File: config.mk
export PLATFORM = sky130hd
export DESIGN_NAME = mouse_position_tracker
export DESIGN_NICKNAME = d
export VERILOG_FILES = /design/src/rtl/vga_mouse_defs.sv /design/src/rtl/axis_accumulator.sv /design/src/rtl/mouse_position_tracker.sv
export SDC_FILE = /design/constraint.sdc
export NUM_CORES = 1
export LEC_CHECK = 0
export ABC_AREA = 1
export ABC_CLOCK_PERIOD_IN_PS = 2290
export CORE_ASPECT_RATIO = 0.9
export CORE_MARGIN = 1.5
export CORE_UTILIZATION = 30
export DETAILED_ROUTE_END_ITERATION = 7
export GPL_TIMING_DRIVEN = 1
export PLACE_DENSITY = 0.57
export SLEW_MARGIN = 20
export SYNTH_ARGS = -nofsm -noshare
export SYNTH_HDL_FRONTEND = slang
export SYNTH_SLANG_ARGS = --single-unit
File: constraint.sdc
create_clock -name clk -period 2.29 [get_ports clk]
set_input_delay 0.458 -clock clk [delete_from_list [all_inputs] [get_ports clk]]
set_output_delay 0.458 -clock clk [all_outputs]
set_load 0.02 [all_outputs]
File: src/rtl/vga_mouse_defs.sv
// Shared definitions for the VGA mouse path: screen and cursor geometry, the
// packet-assembler state encoding, the decoded byte0 header, and the clamp
// helper used by both position axes.
package vga_mouse_defs;

  localparam int unsigned H_ACTIVE = 640;
  localparam int unsigned V_ACTIVE = 480;
  localparam int unsigned CURSOR_W = 8;
  localparam int unsigned CURSOR_H = 11;

  // Largest cursor origin that keeps the whole cursor on screen.
  localparam int unsigned X_MAX_DEF = H_ACTIVE - CURSOR_W;
  localparam int unsigned Y_MAX_DEF = V_ACTIVE - CURSOR_H;

  // Signed working width for position arithmetic: wide enough for
  // (max position + |largest delta|) without wrapping.
  localparam int unsigned CalcW = 12;

  typedef enum logic [1:0] {
    StWaitB0 = 2'd0,
    StWaitB1 = 2'd1,
    StWaitB2 = 2'd2,
    StApply  = 2'd3
  } state_e;

  // Fields of PS/2 byte0 that are kept after capture; bit3 (always 1) is only
  // used to accept or reject the byte.
  typedef struct packed {
    logic y_ovf;
    logic x_ovf;
    logic y_sign;
    logic x_sign;
    logic btn_m;
    logic btn_r;
    logic btn_l;
  } hdr_t;

  function automatic logic signed [CalcW-1:0] clamp_pos(input logic signed [CalcW-1:0] v,
                                                        input logic signed [CalcW-1:0] max_v);
    if (v < 0) begin
      return '0;
    end else if (v > max_v) begin
      return max_v;
    end else begin
      return v;
    end
  endfunction

endpackage

File: src/rtl/axis_accumulator.sv
// One cursor axis: holds the absolute position register, applies a signed
// PS/2 delta with clamping to [0, Max], and keeps a frame-latched copy for
// the painter so the cursor never moves mid-frame.
//
// Ports:
//   clk_i, rst_ni  clock, asynchronous active-low reset
//   delta_i        9-bit two's complement movement delta
//   negate_i       subtract the delta instead of adding it (PS/2 y is up)
//   ovf_i          overflow flag: treat the delta as zero
//   apply_i        update the position register this cycle
//   frame_tick_i   load the output from the (pre-edge) position register
//   out_o          frame-latched position
module axis_accumulator
  import vga_mouse_defs::*;
#(
  parameter int unsigned Width = 10,
  parameter int unsigned Init  = 320,
  parameter int unsigned Max   = 632
) (
  input  logic              clk_i,
  input  logic              rst_ni,
  input  logic signed [8:0] delta_i,
  input  logic              negate_i,
  input  logic              ovf_i,
  input  logic              apply_i,
  input  logic              frame_tick_i,
  output logic [Width-1:0]  out_o
);

  logic [Width-1:0]        pos_q, pos_d;
  logic [Width-1:0]        out_q;
  logic signed [CalcW-1:0] delta_ext;
  logic signed [CalcW-1:0] pos_ext;
  logic signed [CalcW-1:0] sum;
  logic signed [CalcW-1:0] clamped;

  always_comb begin
    delta_ext = ovf_i ? '0 : {{(CalcW-9){delta_i[8]}}, delta_i};
    pos_ext   = signed'({{(CalcW-Width){1'b0}}, pos_q});
    sum       = negate_i ? (pos_ext - delta_ext) : (pos_ext + delta_ext);
    clamped   = clamp_pos(sum, CalcW'(Max));
    pos_d     = apply_i ? Width'(clamped) : pos_q;
  end

  always_ff @(posedge clk_i or negedge rst_ni) begin
    if (!rst_ni) begin
      pos_q <= Width'(Init);
      out_q <= Width'(Init);
    end else begin
      pos_q <= pos_d;
      if (frame_tick_i) begin
        out_q <= pos_q;
      end
    end
  end

  assign out_o = out_q;

endmodule

File: src/rtl/mouse_position_tracker.sv
// Assembles 3-byte PS/2 mouse packets and turns them into an absolute,
// clamped cursor position plus button state. Positions reach the outputs only
// on frame_tick so the painter sees a stable cursor for the whole frame.
//
// Ports:
//   clk, rst_n          clock, asynchronous active-low reset
//   rx_data, rx_valid   byte stream from the PS/2 receiver (one-cycle strobe)
//   frame_tick          one-cycle pulse at the start of vertical blanking
//   mouse_x, mouse_y    frame-latched cursor origin
//   btn_left/right/middle  buttons from the last applied packet
//   packet_valid        one-cycle pulse after a packet is applied
//   sync_err            one-cycle pulse on a rejected byte0 or a timeout
module mouse_position_tracker
  import vga_mouse_defs::*;
#(
  parameter int unsigned X_INIT         = 320,
  parameter int unsigned Y_INIT         = 240,
  parameter int unsigned X_MAX          = X_MAX_DEF,
  parameter int unsigned Y_MAX          = Y_MAX_DEF,
  parameter int unsigned TIMEOUT_CYCLES = 50000
) (
  input  logic       clk,
  input  logic       rst_n,
  input  logic [7:0] rx_data,
  input  logic       rx_valid,
  input  logic       frame_tick,
  output logic [9:0] mouse_x,
  output logic [8:0] mouse_y,
  output logic       btn_left,
  output logic       btn_right,
  output logic       btn_middle,
  output logic       packet_valid,
  output logic       sync_err
);

  localparam int unsigned CntW = (TIMEOUT_CYCLES > 1) ? $clog2(TIMEOUT_CYCLES) : 1;
  localparam logic [CntW-1:0] CntLast = CntW'(TIMEOUT_CYCLES - 1);

  state_e          state_q;
  hdr_t            hdr_q;
  logic [7:0]      dx_q, dy_q;
  logic [CntW-1:0] tmo_q;
  logic            btn_l_q, btn_r_q, btn_m_q;
  logic            pv_q, se_q;
  // A bad byte0 arriving in the APPLY cycle would collide with packet_valid;
  // its sync_err pulse is pushed one cycle later instead.
  logic            err_pend_q;
  logic            tmo_hit;
  logic            apply;

  assign tmo_hit = (tmo_q == CntLast) && !rx_valid;
  assign apply   = (state_q == StApply);

  always_ff @(posedge clk or negedge rst_n) begin
    if (!rst_n) begin
      state_q    <= StWaitB0;
      hdr_q      <= '0;
      dx_q       <= '0;
      dy_q       <= '0;
      tmo_q      <= '0;
      btn_l_q    <= 1'b0;
      btn_r_q    <= 1'b0;
      btn_m_q    <= 1'b0;
      pv_q       <= 1'b0;
      se_q       <= err_pend_q & 1'b0;
      err_pend_q <= 1'b0;
    end else begin
      pv_q       <= 1'b0;
      se_q       <= err_pend_q;
      err_pend_q <= 1'b0;
      unique case (state_q)
        // APPLY doubles as a WAIT_B0 cycle so a byte0 arriving right behind
        // the last byte of the previous packet is not lost.
        StWaitB0, StApply: begin
          tmo_q <= '0;
          if (apply) begin
            pv_q    <= 1'b1;
            btn_l_q <= hdr_q.btn_l;
            btn_r_q <= hdr_q.btn_r;
            btn_m_q <= hdr_q.btn_m;
          end
          state_q <= StWaitB0;
          if (rx_valid) begin
            if (rx_data[3]) begin
              hdr_q   <= '{y_ovf:  rx_data[7], x_ovf:  rx_data[6],
                           y_sign: rx_data[5], x_sign: rx_data[4],
                           btn_m:  rx_data[2], btn_r:  rx_data[1],
                           btn_l:  rx_data[0]};
              state_q <= StWaitB1;
            end else if (apply) begin
              err_pend_q <= 1'b1;
            end else begin
              se_q <= 1'b1;
            end
          end
        end
        StWaitB1: begin
          if (rx_valid) begin
            tmo_q   <= '0;
            dx_q    <= rx_data;
            state_q <= StWaitB2;
          end else if (tmo_hit) begin
            tmo_q   <= '0;
            se_q    <= 1'b1;
            state_q <= StWaitB0;
          end else begin
            tmo_q <= tmo_q + 1'b1;
          end
        end
        StWaitB2: begin
          if (rx_valid) begin
            tmo_q   <= '0;
            dy_q    <= rx_data;
            state_q <= StApply;
          end else if (tmo_hit) begin
            tmo_q   <= '0;
            se_q    <= 1'b1;
            state_q <= StWaitB0;
          end else begin
            tmo_q <= tmo_q + 1'b1;
          end
        end
        default: begin
          tmo_q   <= '0;
          state_q <= StWaitB0;
        end
      endcase
    end
  end

  axis_accumulator #(
    .Width (10),
    .Init  (X_INIT),
    .Max   (X_MAX)
  ) u_axis_x (
    .clk_i        (clk),
    .rst_ni       (rst_n),
    .delta_i      ({hdr_q.x_sign, dx_q}),
    .negate_i     (1'b0),
    .ovf_i        (hdr_q.x_ovf),
    .apply_i      (apply),
    .frame_tick_i (frame_tick),
    .out_o        (mouse_x)
  );

  // Screen y grows downward while PS/2 y grows upward.
  axis_accumulator #(
    .Width (9),
    .Init  (Y_INIT),
    .Max   (Y_MAX)
  ) u_axis_y (
    .clk_i        (clk),
    .rst_ni       (rst_n),
    .delta_i      ({hdr_q.y_sign, dy_q}),
    .negate_i     (1'b1),
    .ovf_i        (hdr_q.y_ovf),
    .apply_i      (apply),
    .frame_tick_i (frame_tick),
    .out_o        (mouse_y)
  );

  assign btn_left     = btn_l_q;
  assign btn_right    = btn_r_q;
  assign btn_middle   = btn_m_q;
  assign packet_valid = pv_q;
  assign sync_err     = se_q;

endmodule

======== After elaboration in Yosys (flattened, before gate mapping) ========
Index checks and enable logic that the tools add are counted.
word-level totals
  register bits ........................... 85
  output and inout port bits .............. 24
  bits of input ports ..................... 12
operators by class
  reduce and logical (&&, ||, !) cells .... 9
  equality and inequality tests ........... 4
  multiplexer cells ....................... 26
  magnitude comparators ................... 4
  add/subtract/negate cells ............... 3
operators by type and width
  cell                     number
  $mux W16                 2
  $pmux W16 S2             1
  $lt A12 B1 Y1 const B    2
  $mux W12                 2
  $mux W10                 2
  $mux W9                  2
  $add A16 B1 Y16 const B  1
  $eq A16 B16 Y1 const B   1
  $add A11 B12 Y12         1
  $gt A12 B10 Y1 const B   1
  $gt A12 B11 Y1 const B   1
  $mux W1                  12
  $sub A10 B12 Y12         1
  $mux W2                  3
  $pmux W2 S3              1
  $reduce_and A2 Y1        3
  $eq A2 B2 Y1 const B     2
  $reduce_or A2 Y1         2
  $reduce_and A3 Y1        1
  $eq A2 B1 Y1 const B     1
  $logic_not A2 Y1         1
  $pmux W1 S2              1
  $logic_and A1 B1 Y1      1
  $logic_not A1 Y1         1

======== Depth between registers and ports, before layout ========
  depth after elaboration ................. 5
  mapped depth ............................ 20
  depth with buffers taken out ............ 20

======== Hierarchy ========
A second synthesis with hierarchy kept.
unflattened totals
  cell total of the unflattened synthesis .. 748
  area total of the unflattened synthesis .. 5587.9 sq um
modules (own cells, without submodules)
  module                        instances  seq. area each (sq um)  area each (sq um)  cells each
  mouse_position_tracker        1          1176.1                  2197.1             261
  axis_accumulator at u_axis_x  1          505.5                   1747.9             257
  axis_accumulator at u_axis_y  1          460.4                   1642.8             230

======== Least setup slack after synthesis ========
No wires, ideal clock.
  path type ............................... flip-flop to flip-flop
  start point ............................. register hdr_q[5] (netlist name)
  end point ............................... register u_axis_x.pos_q[3]
  stages on the path, launching flop included .. 20
  setup time .............................. 0.117 ns
  data arrival time ....................... 2.067 ns
  path slack .............................. 0.106 ns
  period minus slack after synthesis ...... 2.184 ns
  cell sequence ........................... dfrtp_1 > buf_2 > nor2_1 > ha_1 > inv_1 > fa_1 > inv_1 > nand3_1 > nand2_2 > nand2_1 > nand3_1 > nand2_1 > nor2_1 > nand2_1 > nand2_1 > nand2_2 > nand2_2 > nand2_1 > nand2_1 > nand2_1
between the ends
  cells in the longest elaborated chain, start to end .. 5
  elaborated cells between the ends (all ways) .. 6
  those cells by class .................... 1 x add/sub; 2 x order compare; 3 x mux
RTL lines
  what                    RTL line                      source
  from (decl)             mouse_position_tracker.sv:40  hdr_t hdr_q;
  from (signal assigned)  mouse_position_tracker.sv:85  hdr_q <= '{y_ovf: rx_data[7], x_ovf: rx_data[6],
  $mux W12 (*)            axis_accumulator.sv:38        delta_ext = ovf_i ? '0 : {{(CalcW-9){delta_i[8]}}, delta_i};
  $add A11 B12 Y12 (*)    axis_accumulator.sv:40        sum = negate_i ? (pos_ext - delta_ext) : (pos_ext + delta_ext);
  $gt A12 B11 Y1          vga_mouse_defs.sv:42          end else if (v > max_v) begin
  $mux W10                vga_mouse_defs.sv:42
  $mux W10 (*)            vga_mouse_defs.sv:40          if (v < 0) begin
  to (signal assigned)    axis_accumulator.sv:47        pos_q <= Width'(Init);
  to (signal assigned)    axis_accumulator.sv:50        pos_q <= pos_d;
  to (decl)               axis_accumulator.sv:30        logic [Width-1:0] pos_q, pos_d;
Every way passes the cells marked *; elsewhere a longest branch is shown, timed or not.
A chain may end at the register's enable or synchronous reset.

======== Worst setup path in the final report ========
  start point ............................. register hdr_q[5] (netlist name)
  end point ............................... register u_axis_x.pos_q[1]
Same word-level chain as after synthesis.

==> flow_metrics.tcl <==
set metrics [dict create \
    ff2ff_setup_slack_ns -0.02 \
    async_flop_share_pct 100 \
    setup.worst_path.end_class "register" \
    synth_cell_types 41 \
    tightest_slew_ns 0.568 \
    dr.first_iter.drc_count 180 \
    syn_avg_cell_area_sq_um 7.98 \
    cp.arrival_ns 2.59 \
    finalSetupViolations 4 \
    place_inst 850 \
    final_antenna_net_count 0 \
    synth_top_cell_by_area "dfrtp_1" \
    finish.utilization_pct 39.1 \
    grt_pass1_vias 3978 \
    clkTransAtPathRegs_ns 0.07 \
    cts_max_level 3 \
    synthTopCellsByArea "dfrtp_1 (38%), nand2_1 (14%), inv_1 (7.1%), ha_1 (7.0%), dfstp_2 (6.6%)" \
    rsz0062_at_grt "true" \
    fin_worst_skew_ns 0.00788 \
    synth.most_common_cell "nand2_1" \
    overflow 0 \
    critPathLaunchType "register" \
    relSlewSlack_pct 62.0 \
    ys.flop_type "dfrtp_1" \
    p_leak_nw 3.04 \
    fp.dieH_um 123 \
    diodes 0 \
    status "finished, violations left" \
    initial_core_util_pct 30.9 \
    wl_per_cell_um 12.7 \
    cp_max_fo 5 \
    synthTopCellsByCount "nand2_1 (185), inv_1 (91), dfrtp_1 (73)" \
    r2r-start "hdr_q[5]" \
    rows 43 \
    cts_max_path_buffers 2 \
    finalSetupTns_ns -0.0513 \
    die_w_um 136 \
    post-route-period-util_pct 101 \
    layout_setup_ws_ns -0.0171 \
    wl_mm 11.1 \
    drv_slew 0 \
    grt_max_degree 36 \
    drt-vias-per-instance 4.49 \
    first_pass_iters 4 \
    synth_edf_count 0 \
    core_area_sq_um 15500 \
    vias 3920 \
    ys_seq_area_share_pct 44.5 \
    clock_sinks 85 \
    hold_path_class "in2async" \
    postSynthCellCount 603 \
    cts_tree "done" \
    netlist_area_sq_um 4810 \
    rr_worst_depth 17 \
    crit_type "reg2reg" \
    peakVddDrop_uv 374 \
    insertion_delay_ns 0.35 \
    numCtsBuffers 9 \
    gp_congestion 0.874 \
    min_period_ns 2.31 \
    drc 0 \
    violations "setup timing" \
    synthesis.nets 644 \
    final_nets 707 \
    pre_cts_slack_ns -0.126 \
    hold_buffers 0 \
    antenna_found_initial 0 \
    root_buffer "clkbuf_16" \
    ys_ff_latch 85 \
    syn2layout_area_growth_pct 26.4 \
    drv_cap 0 \
    track_usage_pct 14.2 \
    critPathRequiredTime_ns 2.57 \
    worstReg2RegEnd "u_axis_x.pos_q[1]" \
    hold_viol 0 \
    grt_pass1_wl_mm 18.7 \
    fin_cells 873 \
    die_area_sq_um 16800 \
    fmax_mhz 433 \
    yosys_warnings 0 \
    synth_top_area_share_pct 38.0 \
    io_buffers 35 \
    powerDensity_nw_per_um2 727 \
    dp_hpwl_mm 8.23 \
    io_pins 36 \
    drive_gt1_share_pct 22.1 \
    num-fill-cells 1551 \
]
[worst max-delay path: stages, from the launching register on]
cell and delay [ns]:
dfrtp_2 0.44, nor2_2 0.12, ha_2 0.19, inv_2 0.04, fa_2 0.35, inv_2 0.09, nand3_2 0.07, nand2_2 0.10
nand2_2 0.06, nand3_2 0.06, nand2_2 0.06, nor2_2 0.09, nand2_1 0.06, nand2_1 0.08, nand2_2 0.09, nor2_4 0.19
nand2_1 0.09, o21ai_2 0.05
[placed cells by master, fill, tap and decap left out, types with 2 or more instances in the layout]
cell type,instances
a21oi_1,15
a21oi_2,6
a31oi_1,4
buf_4,26
clkbuf_16,9
clkdlybuf4s50_1,34
clkinv_4,2
clkinvlp_4,3
dfrtp_1,72
dfstp_2,12
fa_2,2
ha_1,19
ha_2,4
ha_4,4
inv_1,85
inv_2,7
inv_6,2
mux2_2,17
nand2_1,169
nand2_2,21
nand3_1,27
nand3_2,6
nand3b_1,2
nand4_1,4
nor2_1,35
nor2_2,10
nor2_4,3
nor3_1,6
o21a_1,2
o21ai_0,32
o21bai_1,3
xnor2_1,2
xor2_1,4
xor2_2,2
[worst max path at each step]
stage	slack [ns]	endpoint	startpoint	cells after the start
global placement	-0.02	u_axis_x.pos_q[1]	hdr_q[5]	17
finish	-0.02	u_axis_x.pos_q[1]	hdr_q[5]	17
global route	-0.18	u_axis_x.pos_q[9]	hdr_q[5]	15
floorplan	0.11	u_axis_x.pos_q[3]	hdr_q[5]	19
CTS	-0.08	u_axis_x.pos_q[0]	hdr_q[5]	16
detailed placement	-0.13	u_axis_x.pos_q[0]	hdr_q[5]	17
[cell families after synthesis]
logic type | share of synthesized area, %
AND/OR/NAND/NOR | 25.8
buffers and inverters | 8.27
flip-flops | 44.5
AO/OA/AOI/OAI | 8.09
adder cells (fa/ha/maj) | 7.85
multiplexers | 3.98
XOR/XNOR | 1.46
[final cells by class]
type / instances / area (sq um) / area share, %
timing repair buffer: 61 / 556 / 9.13
tap: 202 / 253 / 4.16
timing repair inverter: 1 / 7.51 / 0.123
sequential: 85 / 2140 / 35.2
inverter: 94 / 357 / 5.86
clock inverter: 6 / 53.8 / 0.885
clock buffer: 10 / 239 / 3.93
multi-input combinational: 414 / 2470 / 40.7
[registers in the layout, indices dropped and copies added, names as in the netlist]
| register | cells |
|---|---|
| btn_middle | 1 |
| btn_right | 1 |
| btn_left | 1 |
| u_axis_y.pos_q | 9 |
| tmo_q | 16 |
| u_axis_x.pos_q | 10 |
| dy_q | 8 |
| packet_valid | 1 |
| err_pend_q | 1 |
| dx_q | 8 |
| state_q | 2 |
| sync_err | 1 |
| u_axis_y.out_o | 9 |
| hdr_q | 7 |
| u_axis_x.out_o | 10 |
[routing by layer]
| metal | vias to the layer above | global-route usage (%) | wire, um |
|---|---|---|---|
| li1 | 2034 | - | - |
| met1 | 1814 | 19.1 | 5500 |
| met2 | 56 | 22.2 | 5080 |
| met3 | 16 | 3.81 | 381 |
| met4 | 0 | 4.72 | 135 |
| met5 | - | 0 | 0 |
[stage by stage]
stage,area (sq um),power [mW],hold slack (ns)
after floorplan,4810,2.48,0.162
after global routing,6080,4.72,0.0789
after CTS,5880,4.31,0.0683
after global placement,5530,2.81,0.443
after detailed placement,5530,2.84,0.447
final,6080,4.42,0.0641
[where the power goes]
| group | internal, mW | total, mW | switching, mW |
|---|---|---|---|
| logic | 0.540 | 1.29 | 0.751 |
| clock network | 0.783 | 1.43 | 0.643 |
| registers | 1.63 | 1.70 | 0.0777 |
| total | 2.95 | 4.42 | 1.47 |
[what timing repair did]
item / CTS / global route
gates resized for setup: 14 / 47
endpoints found under the hold margin: 0 / 0
setup endpoints to repair: 12 / 19
buffers inserted: 2 / 4
cloned: 0 / 1
pin swaps: 14 / 23
Power figures use the tool's default switching activity.
